`src/rtl/alu_multicycle.sv`:
```
// Slice-sequential Y86-64 OPq unit (add/sub/and/xor), SLICE bits per clock, LSB first.
// Define ALU_CC_EN to build the ZF/SF/OF condition-code registers; otherwise flags read 0.
module alu_multicycle #(
  parameter int unsigned WIDTH = 64,
  parameter int unsigned SLICE = 16
) (
  input  logic             clk,
  input  logic             rst,
  input  logic             in_valid,
  output logic             in_ready,
  input  logic [3:0]       fun,
  input  logic [WIDTH-1:0] A,
  input  logic [WIDTH-1:0] B,
  input  logic             set_cc,
  output logic             out_valid,
  input  logic             out_ready,
  output logic [WIDTH-1:0] Out,
  output logic             err,
  output logic             zf,
  output logic             sf,
  output logic             of
);

  localparam int unsigned N    = WIDTH / SLICE;
  localparam int unsigned CntW = (N > 1) ? $clog2(N) : 1;
  localparam int unsigned IdxW = (WIDTH > 1) ? $clog2(WIDTH) : 1;

  typedef enum logic [1:0] {StIdle, StRun, StDone} state_e;

  state_e           state_q, state_d;
  logic [WIDTH-1:0] a_q, b_q;
  logic [WIDTH-1:0] out_q, out_d;
  logic [3:0]       fun_q;
  logic             carry_q, carry_d;
  logic [CntW-1:0]  cnt_q, cnt_d;
  logic             err_q, err_d;

  logic             accept, last, legal, is_sub, cin;
  logic [IdxW-1:0]  base;
  logic [SLICE-1:0] a_s, b_s, a_op, res_s;
  logic [SLICE:0]   sum_s;

  assign accept = (state_q == StIdle) && in_valid;
  assign last   = (cnt_q == CntW'(N - 1));
  assign legal  = (fun_q[3:2] == 2'b00);
  assign is_sub = (fun_q == 4'd1);

  // Slice datapath: one SLICE-wide adder/logic unit reused every RUN cycle.
  always_comb begin
    base  = IdxW'(32'(cnt_q) * SLICE);
    a_s   = a_q[base +: SLICE];
    b_s   = b_q[base +: SLICE];
    a_op  = is_sub ? ~a_s : a_s;
    // Subtract injects its +1 as carry-in of slice 0 only.
    cin   = carry_q | (is_sub && (cnt_q == '0));
    sum_s = {1'b0, b_s} + {1'b0, a_op} + {{SLICE{1'b0}}, cin};
    case (fun_q)
      4'd0, 4'd1: res_s = sum_s[SLICE-1:0];
      4'd2:       res_s = b_s & a_s;
      4'd3:       res_s = b_s ^ a_s;
      default:    res_s = '0;
    endcase
  end

  always_comb begin
    state_d = state_q;
    out_d   = out_q;
    carry_d = carry_q;
    cnt_d   = cnt_q;
    err_d   = err_q;
    unique case (state_q)
      StIdle: begin
        if (in_valid) begin
          state_d = StRun;
          carry_d = 1'b0;
          cnt_d   = '0;
          err_d   = 1'b0;
        end
      end
      StRun: begin
        out_d[base +: SLICE] = res_s;
        carry_d              = sum_s[SLICE];
        cnt_d                = cnt_q + CntW'(1);
        if (last) begin
          state_d = StDone;
          err_d   = !legal;
        end
      end
      StDone: begin
        if (out_ready) begin
          state_d = StIdle;
        end
      end
      default: state_d = StIdle;
    endcase
  end

  always_ff @(posedge clk) begin
    if (rst) begin
      state_q <= StIdle;
      out_q   <= '0;
      carry_q <= 1'b0;
      cnt_q   <= '0;
      err_q   <= 1'b0;
    end else begin
      state_q <= state_d;
      out_q   <= out_d;
      carry_q <= carry_d;
      cnt_q   <= cnt_d;
      err_q   <= err_d;
    end
  end

  // Operand latches carry no reset: they are only read after an accept.
  always_ff @(posedge clk) begin
    if (accept) begin
      a_q   <= A;
      b_q   <= B;
      fun_q <= fun;
    end
  end

  assign in_ready  = (state_q == StIdle);
  assign out_valid = (state_q == StDone);
  assign Out       = out_q;
  assign err       = err_q;

`ifdef ALU_CC_EN
  logic setcc_q, zf_q, sf_q, of_q;
  logic ov;
  logic msb_a, msb_b, msb_r;

  assign msb_a = a_q[WIDTH-1];
  assign msb_b = b_q[WIDTH-1];
  assign msb_r = out_d[WIDTH-1];

  always_comb begin
    case (fun_q)
      4'd0:    ov = (msb_a == msb_b) && (msb_r != msb_a);
      4'd1:    ov = (msb_a != msb_b) && (msb_r != msb_b);
      default: ov = 1'b0;
    endcase
  end

  // Flags are taken from out_d so the final slice is included on the completing edge.
  always_ff @(posedge clk) begin
    if (rst) begin
      setcc_q <= 1'b0;
      zf_q    <= 1'b1;
      sf_q    <= 1'b0;
      of_q    <= 1'b0;
    end else begin
      if (accept) begin
        setcc_q <= set_cc;
      end
      if ((state_q == StRun) && last && legal && setcc_q) begin
        zf_q <= (out_d == '0);
        sf_q <= msb_r;
        of_q <= ov;
      end
    end
  end

  assign zf = zf_q;
  assign sf = sf_q;
  assign of = of_q;
`else
  logic unused_set_cc;
  assign unused_set_cc = set_cc;
  assign zf = 1'b0;
  assign sf = 1'b0;
  assign of = 1'b0;
`endif

endmodule

```
`config.mk`:
```
export PLATFORM = sky130hd
export DESIGN_NAME = alu_multicycle
export DESIGN_NICKNAME = d
export VERILOG_FILES = /design/src/rtl/alu_multicycle.sv
export SDC_FILE = /design/constraint.sdc
export NUM_CORES = 1
export LEC_CHECK = 0
export BUFFER_PORTS_ARGS = -buffer_cell sky130_fd_sc_hd__buf_2
export CAP_MARGIN = 20
export CORE_UTILIZATION = 48
export CTS_BUF_LIST = sky130_fd_sc_hd__clkbuf_16
export DETAILED_ROUTE_END_ITERATION = 10
export GPL_TIMING_DRIVEN = 1
export PLACE_DENSITY = 0.85
export SYNTH_ARGS = -nofsm -noshare
export SYNTH_HDL_FRONTEND = slang
export SYNTH_SLANG_ARGS = --single-unit
```
`constraint.sdc`:
```
create_clock -name clk -period 4.25 [get_ports clk]
set_clock_uncertainty 0.15 [all_clocks]
set_input_delay 0 -clock clk [delete_from_list [all_inputs] [get_ports clk]]
set_output_delay 0 -clock clk [all_outputs]
set_load 0.1 [all_outputs]
```
# ---- Yosys cells after proc, flatten, opt, wreduce, memory -nomap -nowiden
# Index checks and enable logic that the tools add are counted.
dict set report totals {
  output_inout_bits 70
  in_bits 137
  elab_cells 54
  regBits 202
}
dict set report classes {
  reduce_logical 12
  eq_ne 9
  addsub 4
  bitwise 4
  muxes 13
  shift 4
}
# op n
set op_table {}
lappend op_table {{$shiftx 64x7->16} 2}
lappend op_table {{$bwmux 64} 1}
lappend op_table {{$shift 16x8->64 const A} 1}
lappend op_table {{$shiftx 16x8->64} 1}
lappend op_table {{$pmux 16 s3} 1}
lappend op_table {{$add 16x16->17} 1}
lappend op_table {{$add 17x1->17} 1}
lappend op_table {{$and 16x16->16} 1}
lappend op_table {{$mux 16} 1}
lappend op_table {{$not 16->16} 1}
lappend op_table {{$xor 16x16->16} 1}
lappend op_table {{$eq 4x2->1 const B} 2}
lappend op_table {{$mux 2} 4}
lappend op_table {{$neg 6->8} 1}
lappend op_table {{$logic_not 2->1} 3}
lappend op_table {{$pmux 2 s3} 1}
lappend op_table {{$reduce_and 3->1} 2}
lappend op_table {{$eq 2x2->1 const B} 2}
lappend op_table {{$eq 4x1->1 const B} 1}
lappend op_table {{$logic_not 4->1} 1}
lappend op_table {{$ne 2x2->1 const B} 2}
lappend op_table {{$pmux 1 s2} 2}
lappend op_table {{$pmux 2 s2} 1}
lappend op_table {{$add 2x1->2 const B} 1}
lappend op_table {{9 further kinds} 11}

# ---- Depth between registers and ports, before layout
# Gate-level depths: netlist of the first run.
dict set report logic_depth {
  word_depth 8
  depth_mapped 15
  mapped_depth_nobuf 12
}

# ---- Worst setup path before layout of the first run
# Ideal clock, no wire load.
dict set report synth_timing {
  path_type {reg-to-reg}
  from {register state_q[1]}
  to {register a_q[0] (enable)}
  setup_time_ns 0.485
  required_time_ns 3.615
  path_stages_with_launch 4
  n_path_buf 0
  setup_slack_ns -1.009
  arrival_ns 4.623
  synth_period_minus_slack_ns 5.259
  cell_sequence {dfxtp_1 nor2_1 nand2_1 inv_1}
}
dict set report synth_between {
  elab_chain_len 2
}
# element line
set synth_lines {}
lappend synth_lines {{start, declared} 30} ;# state_e state_q, state_d;
lappend synth_lines {{start signal, assigned} 100} ;# state_q <= StIdle;
lappend synth_lines {{start signal, assigned} 106} ;# state_q <= state_d;
lappend synth_lines {{$logic_not 2->1} -}
lappend synth_lines {{via in_ready} 10} ;# output logic in_ready,
lappend synth_lines {{$logic_and 1x1->1} 43} ;# assign accept = (state_q == StIdle) && in_valid;
lappend synth_lines {{via accept} 38} ;# logic accept, last, legal, is_sub, cin;
lappend synth_lines {{end signal, assigned} 117} ;# a_q <= A;
lappend synth_lines {{end, declared} 31} ;# logic [WIDTH-1:0] a_q, b_q;
# The timed path passes the listed nets, and every way through them passes these cells.
# A chain may end at the register's enable or synchronous reset.

# ---- Final worst setup path of the first run
dict set report layout_timing {
  from {register cnt_q[1]}
  to {register out_q[59], in the netlist Out[59]}
}
dict set report layout_between {
  elab_chain_len 8
  elab_cells_between_ends 16
  cone_classes {add/sub: 3; shift: 4; mux: 3; bitwise: 4; reduce/logical: 2}
}
# element line
set layout_lines {}
lappend layout_lines {{start, declared} 35} ;# logic [CntW-1:0] cnt_q, cnt_d;
lappend layout_lines {{start signal, assigned} 109} ;# cnt_q <= cnt_d;
lappend layout_lines {{$shiftx 64x7->16} 51} ;# a_s = a_q[base +: SLICE];
lappend layout_lines {{$not 16->16} 53} ;# a_op = is_sub ? ~a_s : a_s;
lappend layout_lines {{$mux 16} 53}
lappend layout_lines {{$add 16x16->17} 56} ;# sum_s = {1'b0, b_s} + {1'b0, a_op} + {{SLICE{1'b0}}, cin};
lappend layout_lines {{$add 17x1->17} 56}
lappend layout_lines {{$pmux 16 s3} 57} ;# case (fun_q)
lappend layout_lines {{$shiftx 16x8->64} 81} ;# out_d[base +: SLICE] = res_s;
lappend layout_lines {{$bwmux 64 *} 81}
lappend layout_lines {{end signal, assigned} 107} ;# out_q <= out_d;
lappend layout_lines {{end, declared} 32} ;# logic [WIDTH-1:0] out_q, out_d;
# Every way passes the cells marked *; elsewhere a longest branch is shown, timed or not.

==> results of run 1 <==
## power by group through the flow
stage / clock network [W] / registers (W) / logic [W]
after global routing: 0.00194 / 0.00225 / 0.000924
after detailed placement: 0 / 0.00228 / 0.000732
after CTS: 0.00184 / 0.00223 / 0.000831
after global placement: 0 / 0.00227 / 0.000720
after floorplan: 0 / 0.00229 / 0.000501
final: 0.00185 / 0.00224 / 0.000852
## timing repair
item,CTS,global route
hold endpoints to repair,150,0
buffers inserted,0,0
hold buffers,136,0
## metrics by stage
step / util [%] / setup WS [ps]
floorplan: - / 181.7
global placement: 56.90 / 532.9
detailed placement: 56.90 / 458.2
CTS: 68.64 / 436.9
global route: 68.76 / 152.2
finish: 68.76 / 459.3
## cell usage in the layout (no fill, tap or decap), types with 3 or more instances in the layout
cell type	n
sky130_fd_sc_hd__bufinv_16	3
sky130_fd_sc_hd__clkinv_2	4
sky130_fd_sc_hd__nand2b_1	6
sky130_fd_sc_hd__nand4_1	6
sky130_fd_sc_hd__a222oi_1	3
sky130_fd_sc_hd__a21o_1	4
sky130_fd_sc_hd__a22o_1	17
sky130_fd_sc_hd__a21oi_1	28
sky130_fd_sc_hd__xor2_1	17
sky130_fd_sc_hd__dlygate4sd3_1	136
sky130_fd_sc_hd__a31oi_1	3
sky130_fd_sc_hd__nor2b_1	4
sky130_fd_sc_hd__o21ai_1	8
sky130_fd_sc_hd__nor2_1	34
sky130_fd_sc_hd__xnor2_1	6
sky130_fd_sc_hd__dfxtp_1	68
sky130_fd_sc_hd__nand3_1	4
sky130_fd_sc_hd__nor3_1	7
sky130_fd_sc_hd__or3_1	3
sky130_fd_sc_hd__o221ai_1	9
sky130_fd_sc_hd__buf_4	17
sky130_fd_sc_hd__clkbuf_16	21
sky130_fd_sc_hd__nand3b_1	5
sky130_fd_sc_hd__conb_1	3
sky130_fd_sc_hd__nand2_1	58
sky130_fd_sc_hd__mux4_2	32
sky130_fd_sc_hd__and3_1	3
sky130_fd_sc_hd__clkinv_1	3
sky130_fd_sc_hd__a22oi_1	21
sky130_fd_sc_hd__ha_1	37
sky130_fd_sc_hd__o21ai_0	28
sky130_fd_sc_hd__inv_1	11
sky130_fd_sc_hd__edfxtp_1	132
sky130_fd_sc_hd__buf_2	202
sky130_fd_sc_hd__o21a_1	6
## cell families after synthesis
group	share of synthesized area (%)
fa+ha+maj	5.829
buf+inv	2.088
flops	62.17
other cells	0.04346
simple gates	7.525
compound gates	11.54
xor+xnor	2.334
mux	8.467
## worst register-to-register path: cells and delay by family, from the launching register on
| kind | cells | cell delay (ps) |
|---|---|---|
| buf+inv | 1 | 340 |
| xor+xnor | 1 | 270 |
| fa+ha+maj | 1 | 290 |
| simple gates | 2 | 470 |
| flops | 1 | 580 |
| compound gates | 4 | 1130 |
| mux | 1 | 410 |
## metal layers
layer  vias to the layer above  share of wire [%]  global-route usage, %
li1                       3096                  -                      -
met2                       322                 49                  44.39
met5                         -                  0                      0
met1                      3180                 40                  33.03
met4                         0                3.0                  8.889
met3                        52                8.0                  5.406
## state kept, by name, indices dropped and copies added, names as in the netlist
name	count
Out	64
a_q	64
b_q	64
carry_q	1
cnt_q	2
err	1
fun_q	4
state_q	2
## path summary, 6_finish.rpt
path	depth (start not counted)	end	slack (ps)	start
setup / recovery	10	Out[59]	460	cnt_q[1]
hold / removal	2	b_q[36]	50	B[36]
setup reg to reg	10	Out[59]	460	cnt_q[1]
hold reg to reg	2	Out[27]	300	Out[27]
## layout make-up
cell class | count | area share [%]
Clock inverter | 16 | 1.306
Clock buffer | 21 | 4.388
Multi-Input combinational cell | 381 | 25.81
Inverter | 8 | 0.2821
Tap cell | 225 | 2.351
Timing Repair Buffer | 356 | 21.04
Sequential cell | 202 | 44.82
==> metrics, run 1 <==
internal power about 0.0037 W; ant diodes 0; Worst Tran Pin Value 1054 ps; post-synthesis async set-or-reset flop share 0%; share of Yosys cell area claimed by the top area cell type approximately 46%; Port-buffer cells 202; total setup violations reported at the end of the flow 0; CTS root buf sky130_fd_sc_hd__clkbuf_16; most numerous cell in the Yosys netlist sky130_fd_sc_hd__edfxtp_1; path type of the worst min-delay path in -> reg; Pleak 4.842 nW; TritonCTS buffer count 21; number of enable-type register cells in the synthesized netlist between 100 and 150; max_cap viols 0; number of buffer and inverter instances along the worst setup path 1; post-layout instance area roughly 0.012 mm2; clock buffer depth 3; clock latency reported for the late side of the worst-skew pair 500 ps; count of final max-slew check failures 0; cell chain of the critical path buf_4 > mux4_2 > xor2_1 > ha_1 > nor2b_1 > o2111ai_1 > a21oi_1 > or3_1 > a31oi_1 > o21ai_0; number of hold-slack violations in the final timing report 0; Warnings, synthesis 0; register cell area after layout 0.005368 mm2; non-filler instance count after layout ~1200; category of the worst setup path capture point flip-flop; total number of H-tree levels 1; Num Clock Sinks roughly 200; wire length per cell a little under 20 um; half-perimeter wire length after detailed placement 14550 um; Fill cells 1201; GR Util All Layers approximately a quarter; maximum number of pins on one net before global-route repair 63; number of synthesized register bits 202; most common library cells after synthesis sky130_fd_sc_hd__edfxtp_1 (132), sky130_fd_sc_hd__dfxtp_1 (70), sky130_fd_sc_hd__nand2_1 (58); average size of a mapped cell between 10 and 15 um2; DRC errors left 0; Die Span X 136.1 um; Top FF cell, synth sky130_fd_sc_hd__edfxtp_1; Nets about 1100; setup_tns 0 ps; Top Family by Delay on Critical Path compound AO/OA/AOI/OAI gates; Power Total 0.004939 W; clock-pin transition on the worst setup and hold timing paths ~70 ps; Via density 5.500; Net Switching about 0.0013 W; Die Height 136.1 um; overall via count from detail_route roughly 6700; category of the most critical setup path reg -> reg; total wirelength of the detailed-routed design about 24000 um; final RePlAce weighted congestion ~0.90; share of layout cells above drive strength 1 29.88%; remaining antenna violation count 0; area added between synthesis and finish 38.79%; first-pass GRT wire length approximately 36000 um; number of top-level pins 207; Netlist cell types 55; maximum VDD drop slightly above 0.5 mV; number of DRC violations after detailed-routing iteration 0 roughly 430; multi-input combinational cell area around 0.0031 mm2; number of standard cells after synthesis just over 600; minimum clock period after layout roughly 3800 ps; Initial Util roughly 50%; portion of total power attributed to the clock network between 30% and 40%; max incr delay on CP around 580 ps; post-synthesis sequential area ratio 62.17%; unrepaired setup endpoints after global routing no; via count of the first global-routing pass about 6700; Post-DP Area a little under 0.01 mm2; Synth Cell Area 0.008630 mm2; slowest cell on the critical path sky130_fd_sc_hd__dfxtp_2; count of cells resized by post-cts repair 0; final global-route overflow total 0; Hold Worst Slack about 53 ps; TritonCTS clock tree done; fraction of power spent switching nets 25.93%; Worst Setup Start Kind flip-flop; portion of the clock cycle consumed by the worst path in the final layout slightly below 90%; Comb pwr share 17.3%; area leader, netlist sky130_fd_sc_hd__edfxtp_1; die footprint 0.01852 mm2; antenna violations before repair 0; Pwr per Cell Area 412.4 mW/mm2; placeable core area about 0.017 mm2; highest fanout seen on the critical path 15; required arrival time at the worst endpoint between 4000 and 5000 ps; cells taking the most area after synthesis sky130_fd_sc_hd__edfxtp_1 (46%), sky130_fd_sc_hd__dfxtp_1 (16%), sky130_fd_sc_hd__mux4_2 (8.4%); Relative slew margins ~30%; arrival time of the worst setup path 4000 ps; result of the run completed; FP Rows 48; number of iterations in the first detailed-routing pass 5; maximum achievable frequency around 260 MHz; # placed instances ~1000; power share of the sequential group 45.3%
Note: power is estimated with default switching activity, not from simulation.
==> run 2, diff against run 1 <==
CORE_UTILIZATION = 45   (was 48)
PLACE_DENSITY = 0.81   (was 0.85)
==> run 2 against run 1 <==
Net effect:
- combinational power about the same
- critical endpoint is now Out[27]
- final area decreased by 0.73%
- critical path depth unchanged
- register-to-register slack got worse by 140 ps
- worst setup slack got worse by 140 ps
- utilization decreased by 5.4 points
- sequential share of layout area increased by 0.33 points
- die area increased by 6.6%
==> metrics, run 2 (synthesis gave the netlist of run 1 again) <==
result of the run completed; clock buffer depth 3 (unchanged); slowest cell on the critical path sky130_fd_sc_hd__mux4_2; Top Family by Delay on Critical Path compound AO/OA/AOI/OAI gates; number of DRC violations after detailed-routing iteration 0 341 (-21%); most common cell type on the critical path sky130_fd_sc_hd__a31oi_1; max incr delay on CP 600 ps (+20 ps); number of top-level pins 207 (unchanged); clock-pin transition on the worst setup and hold timing paths 60 ps (about the same); placeable core area 0.01877 mm2 (+7.8%); Die Height 140.5 um (+3.2%); clock latency reported for the late side of the worst-skew pair 500 ps (about the same); post-layout util 63.35% (-5.4 points); TritonCTS clock tree done; setup_tns 0 ps (unchanged); share of layout cells above drive strength 1 29.62% (-0.26 points); FP Rows 50 (+4.2%); Relative slew margins 28.92% (-0.82 points); number of buffer and inverter instances along the worst setup path 1 (unchanged); minimum clock period after layout 3932 ps (+141.4 ps); Worst Setup Start Kind flip-flop; # placed instances 1040 (+0.68%); required arrival time at the worst endpoint 4460 ps (about the same); arrival time of the worst setup path 4140 ps (+140 ps); Pwr per Cell Area 395.3 mW/mm2 (-4.2%); GR Util All Layers 23.99% (-2.1 points); first-pass GRT wire length 36170 um (+0.17%); total setup violations reported at the end of the flow 0 (unchanged); Num Clock Sinks 202 (unchanged); Die Span X 140.5 um (+3.2%); DRC errors left 0 (unchanged); unrepaired setup endpoints after global routing no; total number of H-tree levels 1 (unchanged); cell chain of the critical path buf_4 > mux4_2 > xor2_1 > ha_1 > a21o_1 > a31oi_1 > a21oi_1 > or3_1 > a31oi_1 > o21ai_0; maximum VDD drop 0.3605 mV (-30%); Worst Tran Pin Value 1066 ps (+12.37 ps); portion of the clock cycle consumed by the worst path in the final layout 92.52% (+3.3 points); Via density 5.426 (-1.4%); final RePlAce weighted congestion 0.8776 (-2.6%); overall via count from detail_route 6587 (-0.95%); category of the most critical setup path reg -> reg; remaining antenna violation count 0 (unchanged); number of setup buffers added after CTS 0 (unchanged); maximum number of pins on one net before global-route repair 93 (+48%); area added between synthesis and finish 37.77%; half-perimeter wire length after detailed placement 14690 um (+0.96%); CTS root buf sky130_fd_sc_hd__clkbuf_16; via count of the first global-routing pass 6847 (+2.9%); Initial Util 45.98% (-3.6 points); highest fanout seen on the critical path 12 (-3); Port-buffer cells 202 (unchanged); total wirelength of the detailed-routed design 23460 um (-2.0%); category of the worst setup path capture point flip-flop; final global-route overflow total 0 (unchanged); leading cell type in the layout, fill and taps excluded sky130_fd_sc_hd__buf_2; TritonCTS buffer count 21 (unchanged); count of final max-slew check failures 0 (unchanged); non-filler instance count after layout 1214 (+0.41%); path type of the worst min-delay path in -> reg; number of iterations in the first detailed-routing pass 7 (+2); Nets 1145 (-0.087%); wire length per cell 19.33 um (-2.4%); Pleak 4.792 nW (-1.0%); die footprint 0.01973 mm2 (+6.6%); top library cells by usage in the layout, fill and taps aside sky130_fd_sc_hd__buf_2 (202), sky130_fd_sc_hd__dlygate4sd3_1 (137), sky130_fd_sc_hd__edfxtp_1 (132), sky130_fd_sc_hd__dfxtp_1 (68), sky130_fd_sc_hd__nand2_1 (58); number of hold-slack violations in the final timing report 0 (unchanged); antenna violations before repair 1 (+1); max_cap viols 0 (unchanged); maximum achievable frequency 254.3 MHz (-3.6%)
## run 2: final cells by class
type	count	area (um2)
fill	1382	6879
clock inverter	12	60.06
inverter	8	33.78
timing repair buffer	355	2515
clock buffer	21	525.5
multi-input combinational	381	3092
tap	234	292.8
antenna	1	2.502
sequential	202	5368
## run 2: worst paths after layout
kind              endpoint     start  cells past startpoint  slack (ps)
hold reg to reg    Out[53]   Out[53]                      2         300
setup reg to reg   Out[27]  cnt_q[0]                     10         320
setup / recovery   Out[27]  cnt_q[0]                     10         320
hold / removal     b_q[29]     B[29]                      2          60
## run 2: timing repair
action,in CTS,in global routing
hold buffers,137,0
endpoints found under the hold margin,150,0
resized for setup,0,0
## run 2: per-layer routing
layer / wire length, um / global-route usage (%) / share of wire, % / up-vias
li1: - / - / - / 3090
met2: 11710 / 42.87 / 50 / 317
met5: 0 / 0 / 0 / -
met3: 1784 / 5.128 / 7.6 / 58
met1: 9194 / 28.53 / 39 / 3122
met4: 770 / 8.581 / 3.3 / 0
## run 2: where the power goes
group	internal, W	switching (W)	leakage [nW]
Combinational	0.000370	0.000485	2.66
Sequential	0.00220	0.0000316	1.83
Clock	0.000891	0.000721	0.306
Total	0.00346	0.00124	4.79
## run 2: through the flow
step / total power, W / hold WS [ps] / area (um2) / worst slack [ps]
2_1_floorplan: 0.002795 / -51.13 / 8641 / 181.7
3_3_place_gp: 0.002995 / 25.97 / 9907 / 434.6
3_5_place_dp: 0.003011 / 28.09 / 9907 / 326.1
4_1_cts: 0.004700 / 36.25 / 11860 / 316.7
5_1_grt: 0.004881 / 46.52 / 11890 / 50.89
6_report: 0.004700 / 55.58 / 11890 / 317.8
